<file path="config.mk">
export PLATFORM = sky130hd
export DESIGN_NAME = sa_add_sequencer
export DESIGN_NICKNAME = d
export VERILOG_FILES = /design/src/rtl/sa_add_sequencer.sv
export SDC_FILE = /design/constraint.sdc
export NUM_CORES = 1
export LEC_CHECK = 0
export CAP_MARGIN = 20
export CORE_ASPECT_RATIO = 0.9
export CORE_MARGIN = 2
export CORE_UTILIZATION = 62
export DETAILED_ROUTE_END_ITERATION = 8
export DONT_BUFFER_PORTS = 1
export HOLD_SLACK_MARGIN = 0.1
export PLACE_DENSITY = 0.78
export SYNTH_ARGS = -nofsm -noshare
export SYNTH_HDL_FRONTEND = slang
export SYNTH_SLANG_ARGS = --single-unit
export TNS_END_PERCENT = 50
</file>
<file path="constraint.sdc">
create_clock -name clk -period 1.7 [get_ports clk]
set_clock_uncertainty 0.1 [all_clocks]
set_input_delay 0 -clock clk [delete_from_list [all_inputs] [get_ports clk]]
set_output_delay 0 -clock clk [all_outputs]
set_load 0.02 [all_outputs]
</file>
<file path="src/rtl/sa_add_sequencer.sv">
// Round-robin sequencer for the shared systolic-array + adder datapath: flush, multiply, optional add, done.
// Optional perf counters are built when SA_SEQ_PERF_EN is defined; otherwise perf_busy/perf_ops read 0.
module sa_add_sequencer #(
  parameter int MUL_LAT = 10,
  parameter int ADD_LAT = 1,
  parameter int CNT_W   = 6
) (
  input  logic        clk,
  input  logic        _reset,
  input  logic [1:0]  req,
  input  logic [1:0]  req_add,
  input  logic [1:0]  req_int,
  output logic [1:0]  gnt,
  output logic        sel,
  output logic [1:0]  done,
  output logic        busy,
  output logic        sa_reset_n,
  output logic        sa_flush_acc_n,
  output logic        sa_add_flag,
  output logic        sa_int_flag,
  output logic [31:0] perf_busy,
  output logic [15:0] perf_ops
);

  typedef enum logic [2:0] {
    S_IDLE,
    S_FLUSH,
    S_MUL,
    S_ADD,
    S_DONE
  } state_e;

  state_e             state_q, state_d;
  logic [CNT_W-1:0]   cnt_q, cnt_d;
  logic               owner_q, owner_d;
  logic               last_q, last_d;
  logic               add_q, add_d;
  logic               int_q, int_d;

  logic [1:0]         gnt_q, gnt_d;
  logic               sel_q, sel_d;
  logic [1:0]         done_q, done_d;
  logic               busy_q, busy_d;
  logic               sa_reset_n_q;
  logic               flush_n_q, flush_n_d;
  logic               add_flag_q, add_flag_d;
  logic               int_flag_q, int_flag_d;

  always_comb begin
    // NOTE: every signal written here gets a default first, so no path can leave it unassigned and infer a latch.
    state_d = state_q;
    cnt_d   = cnt_q;
    owner_d = owner_q;
    last_d  = last_q;
    add_d   = add_q;
    int_d   = int_q;

    unique case (state_q)
      S_IDLE: begin
        if (req != 2'b00) begin
          // With both requesting, the one not served last wins.
          owner_d = (req == 2'b11) ? ~last_q : req[1];
          add_d   = req_add[owner_d];
          int_d   = req_int[owner_d];
          state_d = S_FLUSH;
        end
      end
      S_FLUSH: begin
        state_d = S_MUL;
        cnt_d   = CNT_W'(MUL_LAT - 1);
      end
      S_MUL: begin
        if (cnt_q == '0) begin
          if (add_q) begin
            state_d = S_ADD;
            cnt_d   = CNT_W'(ADD_LAT - 1);
          end else begin
            state_d = S_DONE;
          end
        end else begin
          cnt_d = cnt_q - 1'b1;
        end
      end
      S_ADD: begin
        if (cnt_q == '0) begin
          state_d = S_DONE;
        end else begin
          cnt_d = cnt_q - 1'b1;
        end
      end
      S_DONE: begin
        state_d = S_IDLE;
        last_d  = owner_q;
      end
      default: state_d = S_IDLE;
    endcase

    // Outputs are decoded from the next state so the registered pins line up with the state they describe.
    busy_d     = (state_d != S_IDLE);
    gnt_d      = busy_d ? (owner_d ? 2'b10 : 2'b01) : 2'b00;
    sel_d      = owner_d;
    done_d     = (state_d == S_DONE) ? gnt_d : 2'b00;
    flush_n_d  = (state_d != S_FLUSH);
    add_flag_d = (state_d == S_ADD) || ((state_d == S_DONE) && add_d);
    int_flag_d = add_flag_d && int_d;
  end

  always_ff @(posedge clk) begin
    if (_reset) begin
      // NOTE: sequential state uses non-blocking assignments so every register samples pre-edge values.
      state_q      <= S_IDLE;
      cnt_q        <= '0;
      owner_q      <= 1'b0;
      last_q       <= 1'b1;
      add_q        <= 1'b0;
      int_q        <= 1'b0;
      gnt_q        <= 2'b00;
      sel_q        <= 1'b0;
      done_q       <= 2'b00;
      busy_q       <= 1'b0;
      sa_reset_n_q <= 1'b0;
      flush_n_q    <= 1'b1;
      add_flag_q   <= 1'b0;
      int_flag_q   <= 1'b0;
    end else begin
      state_q      <= state_d;
      cnt_q        <= cnt_d;
      owner_q      <= owner_d;
      last_q       <= last_d;
      add_q        <= add_d;
      int_q        <= int_d;
      gnt_q        <= gnt_d;
      sel_q        <= sel_d;
      done_q       <= done_d;
      busy_q       <= busy_d;
      sa_reset_n_q <= 1'b1;
      flush_n_q    <= flush_n_d;
      add_flag_q   <= add_flag_d;
      int_flag_q   <= int_flag_d;
    end
  end

  assign gnt            = gnt_q;
  assign sel            = sel_q;
  assign done           = done_q;
  assign busy           = busy_q;
  assign sa_reset_n     = sa_reset_n_q;
  assign sa_flush_acc_n = flush_n_q;
  assign sa_add_flag    = add_flag_q;
  assign sa_int_flag    = int_flag_q;

`ifdef SA_SEQ_PERF_EN
  logic [31:0] perf_busy_q;
  logic [15:0] perf_ops_q;

  always_ff @(posedge clk) begin
    if (_reset) begin
      perf_busy_q <= '0;
      perf_ops_q  <= '0;
    end else begin
      perf_busy_q <= perf_busy_q + 32'(busy_q);
      perf_ops_q  <= perf_ops_q + 16'(done_q != 2'b00);
    end
  end

  assign perf_busy = perf_busy_q;
  assign perf_ops  = perf_ops_q;
`else
  assign perf_busy = '0;
  assign perf_ops  = '0;
`endif

endmodule

</file>
Word-level counts from Yosys, hierarchy flattened
Cells that the tools add are included.

Register bits after elaboration: 22. Bits of input ports: 8. Word-level logic and storage cells: 60.

$add $sub $neg: 1. Magnitude comparators: 1. Equality and inequality tests: 10. Mux-type cells: 23. Bitwise operators: 2. Reduce and logical (&&, ||, !) cells: 10.

Operator list (number): two-way mux 6 bit (3); case mux 6 bit (3 select lines) (1); two-way mux 1 bit (12); two-way mux 3 bit (4); case mux 3 bit (4 select lines) (1); equality test 3 x 2 -> 1 bit (second input constant) (3); equality test 3 bit (second input constant) (2); zero test 6 bit (1); nonzero test 3 bit (2); subtractor 6 x 1 -> 6 bit (second input constant) (1); two-way mux 2 bit (2); equality test 3 x 1 -> 1 bit (second input constant) (1); zero test 3 bit (1); != test 3 x 1 -> 1 bit (second input constant) (1); != test 3 bit (second input constant) (1); AND reduction 3 bit (1); equality test 2 bit (second input constant) (1); logical AND 1 bit (2); less-than comparator 1 x 2 -> 1 bit (second input constant) (1); != test 2 bit (second input constant) (1); NOT 1 bit (2); nonzero test 2 bit (1); OR reduction 2 bit (1); logical OR 1 bit (1).

Depth between registers and ports, before layout
Gate-level depths: netlist of the first run.

Word-level depth: 9. Mapped depth: 6.

Worst setup path after synthesis of the first run
OpenSTA, ideal clock, no wires.

Path type: register to register. From: register cnt_q[0]. To: register cnt_q[1]. Data arrival time: 1355 ps. Required time: 1468 ps. Path slack: 113 ps. Cell stages (with the launch flop): 7. Path buffers: 0. Cell sequence: dfxtp_1 inv_1 ha_1 nor2b_1 nand3_2 o311ai_2 nor3b_1.

Word-level cells in the longest chain between the ends: 3. Elaborated cells on any way between the ends: 8. Classes of those cells: 1 x add/sub; 2 x eq/ne; 3 x mux; 2 x reduce/logical.

Ends and longest elaborated chain: start: declaration (line 34) `logic [CNT_W-1:0] cnt_q, cnt_d;`; start signal: assignment (line 127) `cnt_q <= cnt_d;`; subtractor 6 x 1 -> 6 bit or zero test 6 bit (tied branches); two-way mux 6 bit, or another cell as far along (line 85) `if (cnt_q == '0) begin`; case mux 6 bit (3 select lines) or AND reduction 3 bit (tied branches).

Several ways; a longest one is shown, not always the timed one. The select of a mux whose other input is x is not followed. A chain may end at the register's enable or synchronous reset.

Worst setup path after layout of the first run
From: register state_q[0]. To: register done_q[0], in the netlist done[0].

Word-level cells in the longest chain between the ends: 5. Elaborated cells on any way between the ends: 15. Classes of those cells: 4 x eq/ne; 7 x mux; 1 x bitwise; 3 x reduce/logical.

Ends and longest elaborated chain: start: declaration (line 33) `state_e state_q, state_d;`; start signal: assignment (line 126) `state_q <= state_d;`; equality test 3 x 2 -> 1 bit, or another cell as far along (line 58) `unique case (state_q)`; case mux 3 bit (4 select lines) (line 58); equality test 3 bit (line 102) `done_d = (state_d == S_DONE) ? gnt_d : 2'b00;`; NOT 1 bit (no source line); OR reduction 2 bit (no source line); end signal: assignment (line 134) `done_q <= done_d;`; end: declaration (line 42) `logic [1:0] done_q, done_d;`.

Several ways; a longest one is shown, not always the timed one.

==> impl_metrics.toml, run 1 <==
[worst_setup_path]
slowest_stage = "dfxtp_1"
critPathKind = "reg -> reg"
critPathTopFamily = "simple AND/OR/NAND/NOR gates"
crit_chain = "nand2b_1 -> nand3_1 -> or3_1 -> nor2_1"
crit_fanout = 8
worst_setup_path_start_kind = "flip-flop"
required_ns = 1.86
critical_path_buf_inv_count = 0
end_kind = "flip-flop"
critPathArrivalTime_ns = 1.77
cp_slowest_stage_delay_ns = 0.57

[die]
die_w_um = 53.5
core-area_mm2 = 0.00212
start_util = 0.643
fp-row-count = 16
die-height_um = 48.5
io_pins = 66
dieArea_mm2 = 0.00259

[final_layout]
layout_common_cells = "48 x conb_1, 21 x dfxtp_1, 14 x nor2_1"
mostFrequentLayoutCell = "conb_1"
num-nets-final = 181
nFillCells = 171
area_growth_syn_to_layout_pct = 1.74
drive_above_1_share = 0.111
n_antenna_cell = 0

[power]
vdd_drop_max_v = 0.00110
powerDensity_mw_per_mm2 = 1690
power_mw = 2.35
leakagePower_nw = 0.618

[timing]
holdWs_ns = 0.401
tightest_slew_ns = 0.626
setup-violations-final = 0
hold_viol = 0
setup_ws_ns = 0.0953
min_period_ns = 1.60
slew_viol_final = 0
grt_setup_unrepaired = "no"
finalCritPeriodShare = 0.944
slew_headroom = 0.579
max_freq_mhz = 623

[global_routing]
gr-usage-all-layers = 0.225
antenna_found_initial = 0
grt_pass1_wl_um = 4280
grt_max_degree = 14
grt_pass1_vias = 898
grt_overflow = 0

[detailed_routing]
ant_nets = 0
viasPerCell = 5.20
dr.pass1.iters = 4
wl_um = 2740
wl_per_cell_um = 13.8
drt_iter0_drc = 52
vias = 1029
drcViolationCount = 0

[clock_tree]
cts.clk_slew.worst_paths_ns = 0.13
cts_max_level = 1
cts_buffers = 3
cts_root_buf = "clkbuf_4"
cts_tree = "done"
insertion_delay_ns = 0.32
clockBufferDepth = 2
cts_sinks = 22

[logic_synthesis]
synthArstFlopShare = 0
ys.flop_type = "dfxtp_1"
synth_seq_area_share = 0.323
postSynthAreaPerCell_um2 = 8.53
yosysWarnings = 0
syn-cell-area_mm2 = 0.00137
ys_ff_latch = 22
synth_edf_count = 0
synth_cell_types = 43
synthCells = 160

[placed_design]
place_ws_ns = -0.0621
dp_hpwl_um = 1820
place.gp.congestion = 0.863
io_buffer_count = 0

[status]
status = "finished clean"

[min_path]
hold_class = "reg -> reg"

[job]
cap_violations = 0
## worst reg2reg max path: cells and delay by family, from the launching register on
| family | cells | cell delay [ns] |
|---|---|---|
| simple gates | 4 | 0.88 |
| flops | 1 | 0.57 |
## timing repair
item / in CTS / in global routing
endpoints found under the hold margin: 22 / 0
hold buffers: 7 / 0
pin swaps: 0 / 1
endpoints found under the setup margin: 6 / 8
resized for setup: 1 / 7
setup buffers: 0 / 1
## per-layer routing
layer / global-route usage / vias to the layer above / share of wire
li1: - / 465 / -
met5: 0 / - / 0
met3: 0.0525 / 9 / 0.11
met1: 0.276 / 467 / 0.38
met2: 0.352 / 88 / 0.49
met4: 0.132 / 0 / 0.026
## final cells by class
cell class,instances,area (µm²),share of cell area
Inverter,6,22.5,0.0162
Clock buffer,3,22.5,0.0162
Clock inverter,1,30.0,0.0216
Multi-Input combinational cell,129,746,0.537
Tap cell,27,33.8,0.0243
Sequential cell,22,442,0.318
Timing Repair Buffer,10,92.6,0.0667
## cells by family after synthesis
logic type | after synthesis | synth area share
adder cells (fa/ha/maj) | 1 | 0.00916
AND/OR/NAND/NOR | 48 | 0.206
AO/OA/AOI/OAI | 30 | 0.159
buffers and inverters | 56 | 0.287
other | 1 | 0.00275
flip-flops | 22 | 0.323
XOR/XNOR | 1 | 0.00642
multiplexers | 1 | 0.00733
## cell usage after synthesis, types with 2 or more instances
master / n / area (µm²)
buf_4: 48 / 360
dfxtp_1: 22 / 440
nor2_1: 14 / 52.6
inv_1: 6 / 22.5
nand2b_1: 6 / 37.5
o21ai_0: 6 / 30.0
a21oi_1: 5 / 25.0
nor2b_1: 5 / 31.3
nor3_1: 4 / 20.0
a211oi_1: 3 / 22.5
nand2_1: 3 / 11.3
nand3_1: 3 / 15.0
or3_1: 3 / 18.8
nand3b_1: 2 / 15.0
o21ai_1: 2 / 10.0
## metrics by stage
stage / utilization / setup TNS, ns / instance area [µm²] / std cells
floorplan: - / 0 / 1540 / 207
global placement: 0.575 / 0 / 1220 / 186
detailed placement: 0.575 / -0.167 / 1220 / 186
CTS: 0.634 / 0 / 1350 / 197
global route: 0.654 / 0 / 1390 / 198
finish: 0.654 / 0 / 1390 / 198
## state kept, by name (all words and copies together) (netlist names), 2 cells and up
signal,count
gnt,2
state_q,3
done,2
cnt_q,6
## worst paths after layout
kind	startpoint	endpoint	slack, ns	depth (start not counted)
worst min register to register	int_q	sa_int_flag	0.40	2
worst max register to register	state_q[0]	done[0]	0.1	4
worst max-delay path	state_q[0]	done[0]	0.1	4
worst min-delay path	int_q	sa_int_flag	0.40	2
## report_power, final
part / switching, mW / leakage [nW] / internal (mW) / total, mW
clock network: 0.171 / 0.0279 / 0.239 / 0.409
logic: 0.668 / 0.409 / 0.425 / 1.09
registers: 0.204 / 0.181 / 0.645 / 0.849
total: 1.04 / 0.618 / 1.31 / 2.35
Note: power is estimated with default switching activity, not from simulation.
==> run 2, diff against run 1 <==
--- a/config.mk
+++ b/config.mk
@@ -13,6 +13,7 @@
 export DONT_BUFFER_PORTS = 1
 export HOLD_SLACK_MARGIN = 0.1
 export PLACE_DENSITY = 0.78
+export RECOVER_POWER = 100
 export SYNTH_ARGS = -nofsm -noshare
 export SYNTH_HDL_FRONTEND = slang
 export SYNTH_SLANG_ARGS = --single-unit
==> run 2 against run 1 <==
Net effect: sequential power about the same; clock power barely moved; flip-flop and latch count stayed put; cell count unchanged; utilization down 0.12 points; die area stayed put; final area down 0.18%; setup slack improved by 0.0013 ns; global-route usage did not move; combinational power about the same; routed wire length decreased by 0.26%; critical path depth unchanged; critical path type unchanged.
==> impl_metrics.toml, run 2 (synthesis gave the netlist of run 1 again) <==
[final_layout]
fin_cells = 198
mostFrequentLayoutCell = "conb_1"
layout_common_cells = "48 x conb_1, 21 x dfxtp_1, 14 x nor2_1"
top_register = "cnt_q"
area_growth_syn_to_layout_pct = 1.56
num-nets-final = 181
largest_reg_flops = 6
n_antenna_cell = 0
drive_above_1_share = 0.111
top_regs = "cnt_q x6, state_q x3"

[timing]
slew_headroom = 0.579
holdWs_ns = 0.401
setup-violations-final = 0
setup_ws_ns = 0.0966
slew_viol_final = 0
max_freq_mhz = 624
tightest_slew_ns = 0.626
hold_viol = 0
min_period_ns = 1.60
grt_setup_unrepaired = "no"
finalCritPeriodShare = 0.943

[placed_design]
place.gp.congestion = 0.863
place_ws_ns = -0.0621
io_buffer_count = 0
dp_cells = 186
dp_hpwl_um = 1820

[worst_setup_path]
critPathKind = "reg -> reg"
r2r-start = "state_q[0]"
regToRegEndpoint = "done[0]"
r2r_cells = 4
worst_setup_path_start_kind = "flip-flop"
required_ns = 1.86
end_kind = "flip-flop"
rrSetupSlack_ns = 0.1
critPathArrivalTime_ns = 1.77
crit_fanout = 8

[die]
start_util = 0.643
core-area_mm2 = 0.00212
fp-row-count = 16
dieArea_mm2 = 0.00259
die-height_um = 48.5
io_pins = 66
die_w_um = 53.5

[status]
status = "finished clean"

[power]
vdd_drop_max_v = 0.00106
powerDensity_mw_per_mm2 = 1690
leakagePower_nw = 0.617

[detailed_routing]
drt_iter0_drc = 46
vias = 1023
dr.pass1.iters = 4
ant_nets = 0
drcViolationCount = 0
wl_um = 2730
viasPerCell = 5.17
wl_per_cell_um = 13.8

[clock_tree]
cts.clk_slew.worst_paths_ns = 0.13
cts_tree = "done"
clockBufferDepth = 2
cts_sinks = 22
insertion_delay_ns = 0.32
cts_max_level = 1
cts_buffers = 3
cts_root_buf = "clkbuf_4"

[min_path]
hold_class = "reg -> reg"
min_path_cells = 2
holdPathEnd = "sa_int_flag"
min_from = "int_q"

[global_routing]
grt_overflow = 0
grt_pass1_wl_um = 4280
antenna_found_initial = 0
grt_max_degree = 14
gr-usage-all-layers = 0.225
grt_pass1_vias = 898

[job]
cap_violations = 0
## run 2: routing by layer
| metal | global-route usage | share of wire | vias up |
|---|---|---|---|
| li1 | - | - | 465 |
| met1 | 0.276 | 0.38 | 465 |
| met2 | 0.352 | 0.49 | 84 |
| met3 | 0.0525 | 0.11 | 9 |
| met4 | 0.132 | 0.026 | 0 |
| met5 | 0 | 0 | - |
## run 2: worst max path at each step
stage / slack [ns] / to / cells after the start / startpoint
floorplan: 0.11 / cnt_q[1] / 6 / cnt_q[0]
global placement: 0.08 / cnt_q[1] / 6 / cnt_q[0]
detailed placement: -0.06 / cnt_q[1] / 6 / cnt_q[0]
CTS: 0.02 / cnt_q[1] / 6 / cnt_q[0]
global route: 0.003 / sa_int_flag / 7 / cnt_q[0]
finish: 0.1 / done[0] / 4 / state_q[0]
## run 2: timing repair
item | in CTS | in global routing
hold buffers | 7 | 0
pin swaps | 0 | 1
gates resized for setup | 1 | 7
setup endpoints to repair | 6 | 8
buffers inserted | 0 | 1
endpoints found under the hold margin | 22 | 0
## run 2: stage by stage
step                      cell area [µm²]  power, mW  utilization  TNS, ns
after floorplan                      1540       1.65            -        0
final                                1390       2.34        0.653        0
after global placement               1220       1.73        0.575        0
after CTS                            1350       2.21        0.634        0
after global routing                 1390       2.48        0.653        0
after detailed placement             1220       1.77        0.575   -0.167
## run 2: where the power goes
group          internal, mW  leakage, nW  switching, mW
registers             0.645        0.181          0.203
logic                 0.414        0.408          0.666
clock network         0.239       0.0279          0.170
total                  1.30        0.617           1.04
## run 2: cell type report
cell class	count	area, µm²
flip-flops and latches	22	442
clock inverters	1	30.0
well taps	27	33.8
multi-input cells	129	746
repair buffers	10	90.1
clock buffers	3	22.5
fillers	172	736
inverters	6	22.5
## run 2: critical path: stages, from the launching register on
cell,delay (ns)
dfxtp_1,0.57
nand2b_1,0.25
nand3_1,0.09
or3_1,0.39
nor2_1,0.14
==> run 3, diff against run 2 <==
--- a/config.mk
+++ b/config.mk
@@ -7,7 +7,6 @@
 export LEC_CHECK = 0
 export CAP_MARGIN = 20
 export CORE_ASPECT_RATIO = 0.9
-export CORE_MARGIN = 2
 export CORE_UTILIZATION = 62
 export DETAILED_ROUTE_END_ITERATION = 8
 export DONT_BUFFER_PORTS = 1
==> run 3 against run 2 <==
Net effect: die area decreased by 7.7%; total power fell by 7.2%; via count up 3.9%; sequential power up 1%; utilization up 2.9 points; critical endpoint is now cnt_q[5].
==> impl_metrics.toml, run 3 (synthesis gave the netlist of run 1 again) <==
[die]
fp-row-count = 15
die_w_um = 51.5
core-area_mm2 = 0.00199
die-height_um = 46.5
io_pins = 66
start_util = 0.686
dieArea_mm2 = 0.00239

[final_layout]
layout_common_cells = "48 x conb_1, 20 x dfxtp_1, 14 x nor2_1"
top_regs = "cnt_q x6, state_q x3"
n_antenna_cell = 0
area_growth_syn_to_layout_pct = -0.550
top_register = "cnt_q"
largest_reg_flops = 6
drive_above_1_share = 0.112
num-nets-final = 181
final_core_util = 0.682
mostFrequentLayoutCell = "conb_1"

[clock_tree]
cts_buffers = 3
cts_root_buf = "clkbuf_4"
cts_max_level = 1
cts_tree = "done"
insertion_delay_ns = 0.30
clockBufferDepth = 2
cts.clk_slew.worst_paths_ns = 0.11
cts_sinks = 22

[detailed_routing]
vias = 1063
ant_nets = 0
wl_um = 2600
drcViolationCount = 0
viasPerCell = 5.45
dr.pass1.iters = 4
drt_iter0_drc = 56
wl_per_cell_um = 13.3

[worst_setup_path]
rrSetupSlack_ns = 0.09
end_kind = "flip-flop"
required_ns = 1.83
r2r_cells = 7
regToRegEndpoint = "cnt_q[5]"
worst_setup_path_start_kind = "flip-flop"
critPathArrivalTime_ns = 1.73
critPathKind = "reg -> reg"
r2r-start = "cnt_q[1]"
crit_fanout = 4

[timing]
slew_headroom = 0.657
finalCritPeriodShare = 0.945
slew_viol_final = 0
min_period_ns = 1.61
hold_viol = 0
grt_setup_unrepaired = "no"
setup-violations-final = 0
setup_ws_ns = 0.0935
tns_ns = 0
max_freq_mhz = 622
tightest_slew_ns = 0.510

[global_routing]
grt_overflow = 0
grt_max_degree = 12
grt_pass1_wl_um = 3670
grt_pass1_vias = 788
antenna_found_initial = 0
gr-usage-all-layers = 0.210

[power]
vdd_drop_max_v = 0.00107
powerDensity_mw_per_mm2 = 1600
leakagePower_nw = 0.605

[min_path]
holdPathEnd = "sa_int_flag"
min_path_cells = 2
hold_class = "reg -> reg"
min_from = "int_q"

[placed_design]
io_buffer_count = 0
place.gp.congestion = 0.866
dp_hpwl_um = 1800
place_ws_ns = 0.00935

[job]
cap_violations = 0

[status]
status = "finished clean"
## run 3: changes by cell type in the layout (fill, tap and decap cells not counted)
cell       delta
clkbuf_2      -1
o21ai_0       +1
bufinv_16     -1
dfxtp_1       -1
o21ai_1       -1
dfxtp_2       +1
buf_4         +1
## run 3: worst max path at each step
| stage | start | endpoint | slack, ns | cells after the start |
|---|---|---|---|---|
| 3_5_place_dp | cnt_q[0] | cnt_q[1] | 0.009 | 6 |
| 3_3_place_gp | cnt_q[0] | cnt_q[1] | 0.08 | 6 |
| 5_1_grt | cnt_q[0] | sa_int_flag | 0.02 | 7 |
| 4_1_cts | cnt_q[1] | cnt_q[5] | 0.02 | 7 |
| 2_1_floorplan | cnt_q[0] | cnt_q[1] | 0.11 | 6 |
| 6_report | cnt_q[1] | cnt_q[5] | 0.09 | 7 |
## run 3: final cells by class
type / instances / area (µm²)
Sequential cell: 22 / 443
Tap cell: 25 / 31.3
Inverter: 6 / 22.5
Timing Repair Buffer: 10 / 92.6
Multi-Input combinational cell: 129 / 746
Clock buffer: 3 / 22.5
Fill cell: 149 / 632
## run 3: where the power goes
| group | switching, mW | internal, mW |
|---|---|---|
| combinational | 0.661 | 0.421 |
| clock | 0.144 | 0.0826 |
| sequential | 0.213 | 0.648 |
| total | 1.02 | 1.15 |
## run 3: what timing repair did
action / CTS / global route
setup buffers: 0 / 2
resized for setup: 1 / 7
hold buffers: 7 / 0
pin swaps: 0 / 1
endpoints found under the setup margin: 2 / 7
hold endpoints to repair: 22 / 0
## run 3: per-layer routing
metal  GRT usage  vias up  part of all wire
met5           0        -                 0
met4      0.0649        0             0.024
met3      0.0330        9              0.12
met2       0.348      104              0.46
met1       0.280      480              0.39
li1            -      470                 -
## run 3: critical path: stages (launching register included)
cell and delay (ns):
dfxtp_2 0.39, inv_1 0.06, ha_1 0.19, buf_4 0.15
nand2b_4 0.08, o2111ai_1 0.18, a21o_1 0.21, a21oi_1 0.17
## run 3: stage by stage
step | cells | area, µm² | total power [mW] | hold WS, ns
finish | 195 | 1360 | 2.17 | 0.408
global route | 195 | 1360 | 2.29 | 0.443
CTS | 193 | 1310 | 2.01 | 0.423
detailed placement | 183 | 1210 | 1.76 | -0.0224
global placement | 183 | 1210 | 1.71 | -0.0248
floorplan | 207 | 1540 | 1.65 | 0.134
